<file path="src/rtl/pipo_arb_pkg.sv">
// Shared types and defaults for the round-robin PIPO arbiter and its picker.
package pipo_arb_pkg;

    typedef enum logic [1:0] {
        IDLE  = 2'd0,
        LOAD  = 2'd1,
        CHECK = 2'd2
    } state_e;

    localparam int unsigned DEF_NREQ  = 4;
    localparam int unsigned DEF_WIDTH = 4;

    // Increment an index modulo n.
    function automatic int unsigned wrap_inc(input int unsigned idx, input int unsigned n);
        return (idx + 1 >= n) ? 0 : idx + 1;
    endfunction

endpackage

</file>
<file path="src/rtl/rr_pick.sv">
// Combinational round-robin picker: the first set req bit at or above ptr, wrapping modulo NREQ.
module rr_pick
    import pipo_arb_pkg::*;
#(
    parameter int unsigned NREQ = DEF_NREQ,
    parameter int unsigned IDXW = $clog2(NREQ)
) (
    input  logic [NREQ-1:0] req,
    input  logic [IDXW-1:0] ptr,
    output logic [IDXW-1:0] winner,
    output logic            any_req
);

    int unsigned idx;

    always_comb begin
        winner  = '0;
        any_req = 1'b0;
        idx     = 0;
        for (int unsigned i = 0; i < NREQ; i++) begin
            idx = 32'(ptr) + i;
            if (idx >= NREQ) begin
                idx = idx - NREQ;
            end
            if (!any_req && req[idx[IDXW-1:0]]) begin
                winner  = idx[IDXW-1:0];
                any_req = 1'b1;
            end
        end
    end

endmodule

</file>
<file path="src/rtl/pipo_rr_arbiter.sv">
// Round-robin sequencer sharing one PIPO register: arbitrate, load, read back and verify.
// Optional macro PIPO_RR_ARBITER_LOCK_EN adds a lock input that holds the pointer during LOAD.
module pipo_rr_arbiter
    import pipo_arb_pkg::*;
#(
    parameter int unsigned NREQ  = DEF_NREQ,
    parameter int unsigned WIDTH = DEF_WIDTH,
    parameter int unsigned IDXW  = $clog2(NREQ)
) (
    input  logic                  clk,
    input  logic                  rst,
`ifdef PIPO_RR_ARBITER_LOCK_EN
    input  logic                  lock,
`endif
    input  logic [NREQ-1:0]       req,
    input  logic [NREQ*WIDTH-1:0] din,
    output logic [NREQ-1:0]       gnt,
    output logic [WIDTH-1:0]      pin,
    output logic                  pipo_en,
    input  logic [WIDTH-1:0]      pout,
    output logic [WIDTH-1:0]      rdata,
    output logic                  rvalid,
    output logic                  rerr,
    output logic [IDXW-1:0]       rid,
    output logic                  busy
);

    state_e           state_q, state_d;
    logic [IDXW-1:0]  ptr_q, ptr_d;
    logic [WIDTH-1:0] wdata_q, wdata_d;
    logic [IDXW-1:0]  widx_q, widx_d;
    logic [NREQ-1:0]  gnt_q, gnt_d;
    logic [WIDTH-1:0] pin_q, pin_d;
    logic             pipo_en_q, pipo_en_d;
    logic [WIDTH-1:0] rdata_q, rdata_d;
    logic             rvalid_q, rvalid_d;
    logic             rerr_q, rerr_d;
    logic [IDXW-1:0]  rid_q, rid_d;
    logic             busy_q, busy_d;

    logic [WIDTH-1:0] din_arr [NREQ];
    logic [IDXW-1:0]  winner;
    logic             any_req;
    logic             advance;

`ifdef PIPO_RR_ARBITER_LOCK_EN
    assign advance = ~lock;
`else
    assign advance = 1'b1;
`endif

    always_comb begin
        for (int i = 0; i < NREQ; i++) begin
            din_arr[i] = din[i*WIDTH +: WIDTH];
        end
    end

    rr_pick #(
        .NREQ (NREQ),
        .IDXW (IDXW)
    ) u_rr_pick (
        .req     (req),
        .ptr     (ptr_q),
        .winner  (winner),
        .any_req (any_req)
    );

    // All visible outputs are computed one cycle ahead so they leave the block as flops.
    always_comb begin
        state_d   = state_q;
        ptr_d     = ptr_q;
        wdata_d   = wdata_q;
        widx_d    = widx_q;
        gnt_d     = '0;
        pin_d     = pin_q;
        pipo_en_d = 1'b0;
        rdata_d   = rdata_q;
        rvalid_d  = 1'b0;
        rerr_d    = rerr_q;
        rid_d     = rid_q;
        busy_d    = 1'b0;
        unique case (state_q)
            IDLE: begin
                if (any_req) begin
                    state_d       = LOAD;
                    wdata_d       = din_arr[winner];
                    widx_d        = winner;
                    gnt_d[winner] = 1'b1;
                    pin_d         = din_arr[winner];
                    pipo_en_d     = 1'b1;
                    busy_d        = 1'b1;
                end
            end
            LOAD: begin
                state_d = CHECK;
                busy_d  = 1'b1;
                if (advance) begin
                    ptr_d = IDXW'(wrap_inc(32'(widx_q), NREQ));
                end
            end
            CHECK: begin
                state_d  = IDLE;
                rdata_d  = pout;
                rerr_d   = (pout != wdata_q);
                rid_d    = widx_q;
                rvalid_d = 1'b1;
            end
            default: begin
                state_d = IDLE;
            end
        endcase
    end

    always_ff @(posedge clk or posedge rst) begin
        if (rst) begin
            state_q   <= IDLE;
            ptr_q     <= '0;
            wdata_q   <= '0;
            widx_q    <= '0;
            gnt_q     <= '0;
            pin_q     <= '0;
            pipo_en_q <= 1'b0;
            rdata_q   <= '0;
            rvalid_q  <= 1'b0;
            rerr_q    <= 1'b0;
            rid_q     <= '0;
            busy_q    <= 1'b0;
        end else begin
            state_q   <= state_d;
            ptr_q     <= ptr_d;
            wdata_q   <= wdata_d;
            widx_q    <= widx_d;
            gnt_q     <= gnt_d;
            pin_q     <= pin_d;
            pipo_en_q <= pipo_en_d;
            rdata_q   <= rdata_d;
            rvalid_q  <= rvalid_d;
            rerr_q    <= rerr_d;
            rid_q     <= rid_d;
            busy_q    <= busy_d;
        end
    end

    assign gnt     = gnt_q;
    assign pin     = pin_q;
    assign pipo_en = pipo_en_q;
    assign rdata   = rdata_q;
    assign rvalid  = rvalid_q;
    assign rerr    = rerr_q;
    assign rid     = rid_q;
    assign busy    = busy_q;

endmodule
</file>
<file path="config.mk">
export PLATFORM = sky130hd
export DESIGN_NAME = pipo_rr_arbiter
export DESIGN_NICKNAME = d
export VERILOG_FILES = /design/src/rtl/pipo_arb_pkg.sv /design/src/rtl/rr_pick.sv /design/src/rtl/pipo_rr_arbiter.sv
export SDC_FILE = /design/constraint.sdc
export NUM_CORES = 1
export LEC_CHECK = 0
export CORE_MARGIN = 2
export CORE_UTILIZATION = 28
export CTS_CLUSTER_DIAMETER = 50
export CTS_CLUSTER_SIZE = 8
export DETAILED_ROUTE_END_ITERATION = 8
export DONT_BUFFER_PORTS = 1
export GPL_TIMING_DRIVEN = 0
export PLACE_DENSITY = 0.53
export SYNTH_ARGS = -nofsm -noshare
export SYNTH_HDL_FRONTEND = slang
export SYNTH_HIERARCHICAL = 1
export SYNTH_SLANG_ARGS = --single-unit
</file>
<file path="constraint.sdc">
create_clock -name clk -period 2 [get_ports clk]
set_input_delay 0.3 -clock clk [delete_from_list [all_inputs] [get_ports clk]]
set_output_delay 0.3 -clock clk [all_outputs]
set_load 0.02 [all_outputs]
</file>
==> out/metrics.csv <==
metric,value,unit
status,finished clean,
place_hpwl,1.810,mm
holdCritPathClass,primary input to async pin,
synth_cell_types,24,
synth_common_cells,"24 x dfrtp_1, 9 x mux2_2, 6 x inv_1, 6 x nor2_1, 5 x a21oi_1",
p_switching,0.8468,mW
vdd_ir_drop_max,0.5847,mV
period_needed,1.934,ns
cts.sinks,24,
antenna_cells,0,
endpoint,pin[3],
slew-limit-headroom,39.51,%
ys_ff_latch,24,
clock_latency,0.26,ns
port-buffer-count,0,
period_share,96.72,%
cp.required,2.15,ns
synth-edff-count,0,
wl_met2,1.197,mm
core_area,3716,um^2
p_leak,0.5687,nW
areaGrowthSynthToFinish,15.57,%
ios,44,
finalSetupViolations,0,
drv_cap,0,
cpPeakStageDelay,0.49,ns
yosys.cell_count.top_type,dfrtp_1,
cts.path.max_buffers,2,
reg2reg_depth,6,
grt_util_all_layers,11.56,%
wl,2.375,mm
grt_start_max_net_pins,25,
start_kind,flip-flop,
fin_nets,120,
synth_top_area_share,54.55,%
vias_per_cell,4.836,
initial_core_util,29.63,%
grt_pass1_wl,3.567,mm
cp.buffers_inverters,2,
skew,0.004679,ns
synth_flop_cell,dfrtp_1,
cts_hold_buf,0,
crit_path_start,ptr_q[0],
drc,0,
wire_per_inst,16.96,um
dieHeight,66.71,um
r2r-start,ptr_q[0],
worstPathCellList,"inv_2, a221o_1, a21oi_2, buf_6, mux4_2, mux2_4",
syn_area,1101,um^2
seq_power_share,48.9,%
sw_frac_of_total,36.97,%
ant_nets,0,
p_int,1.444,mW
synth.top_cells.by_area,"dfrtp_1 55%, mux2_2 9.2%, mux4_2 8.2%, mux2_4 5.5%, xor2_1 3.2%",
fmax,516.9,MHz
pre_cts_ws,-0.005637,ns
final_cells,140,
worst_pin_slew,0.9064,ns
wl_met3,244,um
synth_top_area_cell,dfrtp_1,
dp.cells,131,
slowest_stage,mux4_2,
path_clk_slew,0.08,ns
syn-num-nets,110,
drt_iter0_markers,21,
hold_viol_final,0,
cts-root-buf,clkbuf_8,
drive_gt1_share,36.96,%
chipWidth,66.71,um
drt_pass1_iterations,3,
end_kind,flip-flop,
rsz0062_at_grt,true,
pwr-share-comb,32.9,%
crit_arrival,2.08,ns
wl_met1,904,um
numCtsBuffers,3,
top_layer_used,met4,
pwr-share-clk,18.2,%
timing_worst_setup_path_type,flip-flop to flip-flop,
grt_overflow,0,
design.die.area,4450,um^2
pwr_density_cell,1800,nW/um^2
r2r-end,pin[3],
syn_inst,83,
vias,677,
async_reset_ff_share,100.0,%
gp_congestion,0.7169,
critical-path-top-delay-family,multiplexers,
drv_slew,0,
cts_tree,built,
worstPathMaxFanout,5,
grt_pass1_vias,704,
final_util,34.24,%
ys_seq_area_share,54.55,%
reg2reg_slack,0.07,ns
syn-mean-instance-area,13.27,um^2
yosys_warnings,6,
num_rows,22,
fillers,368,
htree_levels,1,
path_depth,6,
timing.final.ws_setup,0.06552,ns
antenna_found_initial,0,
area by class of cell:
class,instances,area (um^2),area share [%]
timing repair buffer,5,35.03,2.753
clock inverter,1,30.03,2.360
clock buffer,3,41.29,3.245
multi-input combinational,48,452.9,35.59
tap,48,60.06,4.720
buffer,4,25.02,1.967
sequential,24,601.8,47.30
inverter,7,26.28,2.065
worst register-to-register path, stage by stage, from the launching register on:
cell and delay (ns):
dfrtp_1 0.38, inv_2 0.05, a221o_1 0.31, a21oi_2 0.17, buf_6 0.15, mux4_2 0.49
mux2_4 0.26
per-stage QoR:
step	TNS, ns	power (mW)	hold slack [ns]	area, um^2
after floorplan	0	1.657	0.3146	1101
after global placement	0	1.783	0.4234	1161
after detailed placement	-0.01086	1.826	0.4450	1161
after CTS	0	2.269	0.1420	1240
after global routing	-0.01704	2.461	0.1643	1272
final	0	2.290	0.1135	1272
sequential cells by signal (all words and copies together), names as in the netlist:
| signal | cells |
|---|---|
| rdata | 4 |
| ptr_q | 2 |
| widx_q | 2 |
| gnt | 4 |
| pin | 4 |
| rerr | 1 |
| state_q | 2 |
| pipo_en | 1 |
| rvalid | 1 |
| rid | 2 |
| busy | 1 |
placed cells by master (no fill, tap or decap):
| cell | instances |
|---|---|
| a21oi_1 | 4 |
| a21oi_2 | 1 |
| a221o_1 | 1 |
| and3_2 | 1 |
| and3b_2 | 1 |
| buf_2 | 3 |
| buf_4 | 4 |
| buf_6 | 1 |
| bufinv_16 | 1 |
| clkbuf_1 | 1 |
| clkbuf_8 | 3 |
| dfrtp_1 | 23 |
| dfrtp_2 | 1 |
| ha_1 | 1 |
| inv_1 | 6 |
| inv_2 | 1 |
| mux2_2 | 9 |
| mux2_4 | 4 |
| mux4_2 | 4 |
| nand2_1 | 1 |
| nand2b_1 | 1 |
| nand3_1 | 1 |
| nor2_1 | 6 |
| nor2b_1 | 2 |
| nor3b_1 | 3 |
| nor4_1 | 1 |
| o21ai_0 | 2 |
| o221ai_1 | 1 |
| xor2_1 | 4 |
routing by layer:
layer	GRT usage (%)	vias to the layer above
met5	0	-
li1	-	306
met4	5.357	0
met3	4.392	2
met2	17.88	31
met1	14.16	338
worst min path at each step:
stage               end  slack, ns  cells after the start
4_1_cts          rvalid       0.14                      1
2_1_floorplan      busy       0.31                      1
3_3_place_gp     rvalid       0.42                      1
6_report         rvalid       0.11                      1
3_5_place_dp     rvalid       0.45                      1
5_1_grt        rdata[2]       0.16                      1
power by group through the flow:
stage | logic (mW) | registers (mW) | clock network (mW)
2_1_floorplan | 0.594 | 1.06 | 0
3_3_place_gp | 0.660 | 1.12 | 0
3_5_place_dp | 0.690 | 1.14 | 0
4_1_cts | 0.710 | 1.12 | 0.435
5_1_grt | 0.839 | 1.16 | 0.466
6_report | 0.755 | 1.12 | 0.417
kinds of logic (layout without fill, tap and decap cells):
kind of cell / count (synthesis) / in the layout / share of synthesized area (%)
flops: 24 / 24 / 54.55
mux: 17 / 17 / 22.84
simple gates: 17 / 17 / 8.750
buf+inv: 11 / 20 / 4.658
compound gates: 9 / 9 / 4.886
xor+xnor: 4 / 4 / 3.181
fa+ha+maj: 1 / 1 / 1.136
timing repair:
item | CTS | global route
pin swaps | 0 | 2
gates resized for setup | 0 | 2
setup endpoints to repair | 4 | 4
gates cloned | 0 | 1
buffers inserted | 1 | 3
Note: power is estimated with default switching activity, not from simulation.
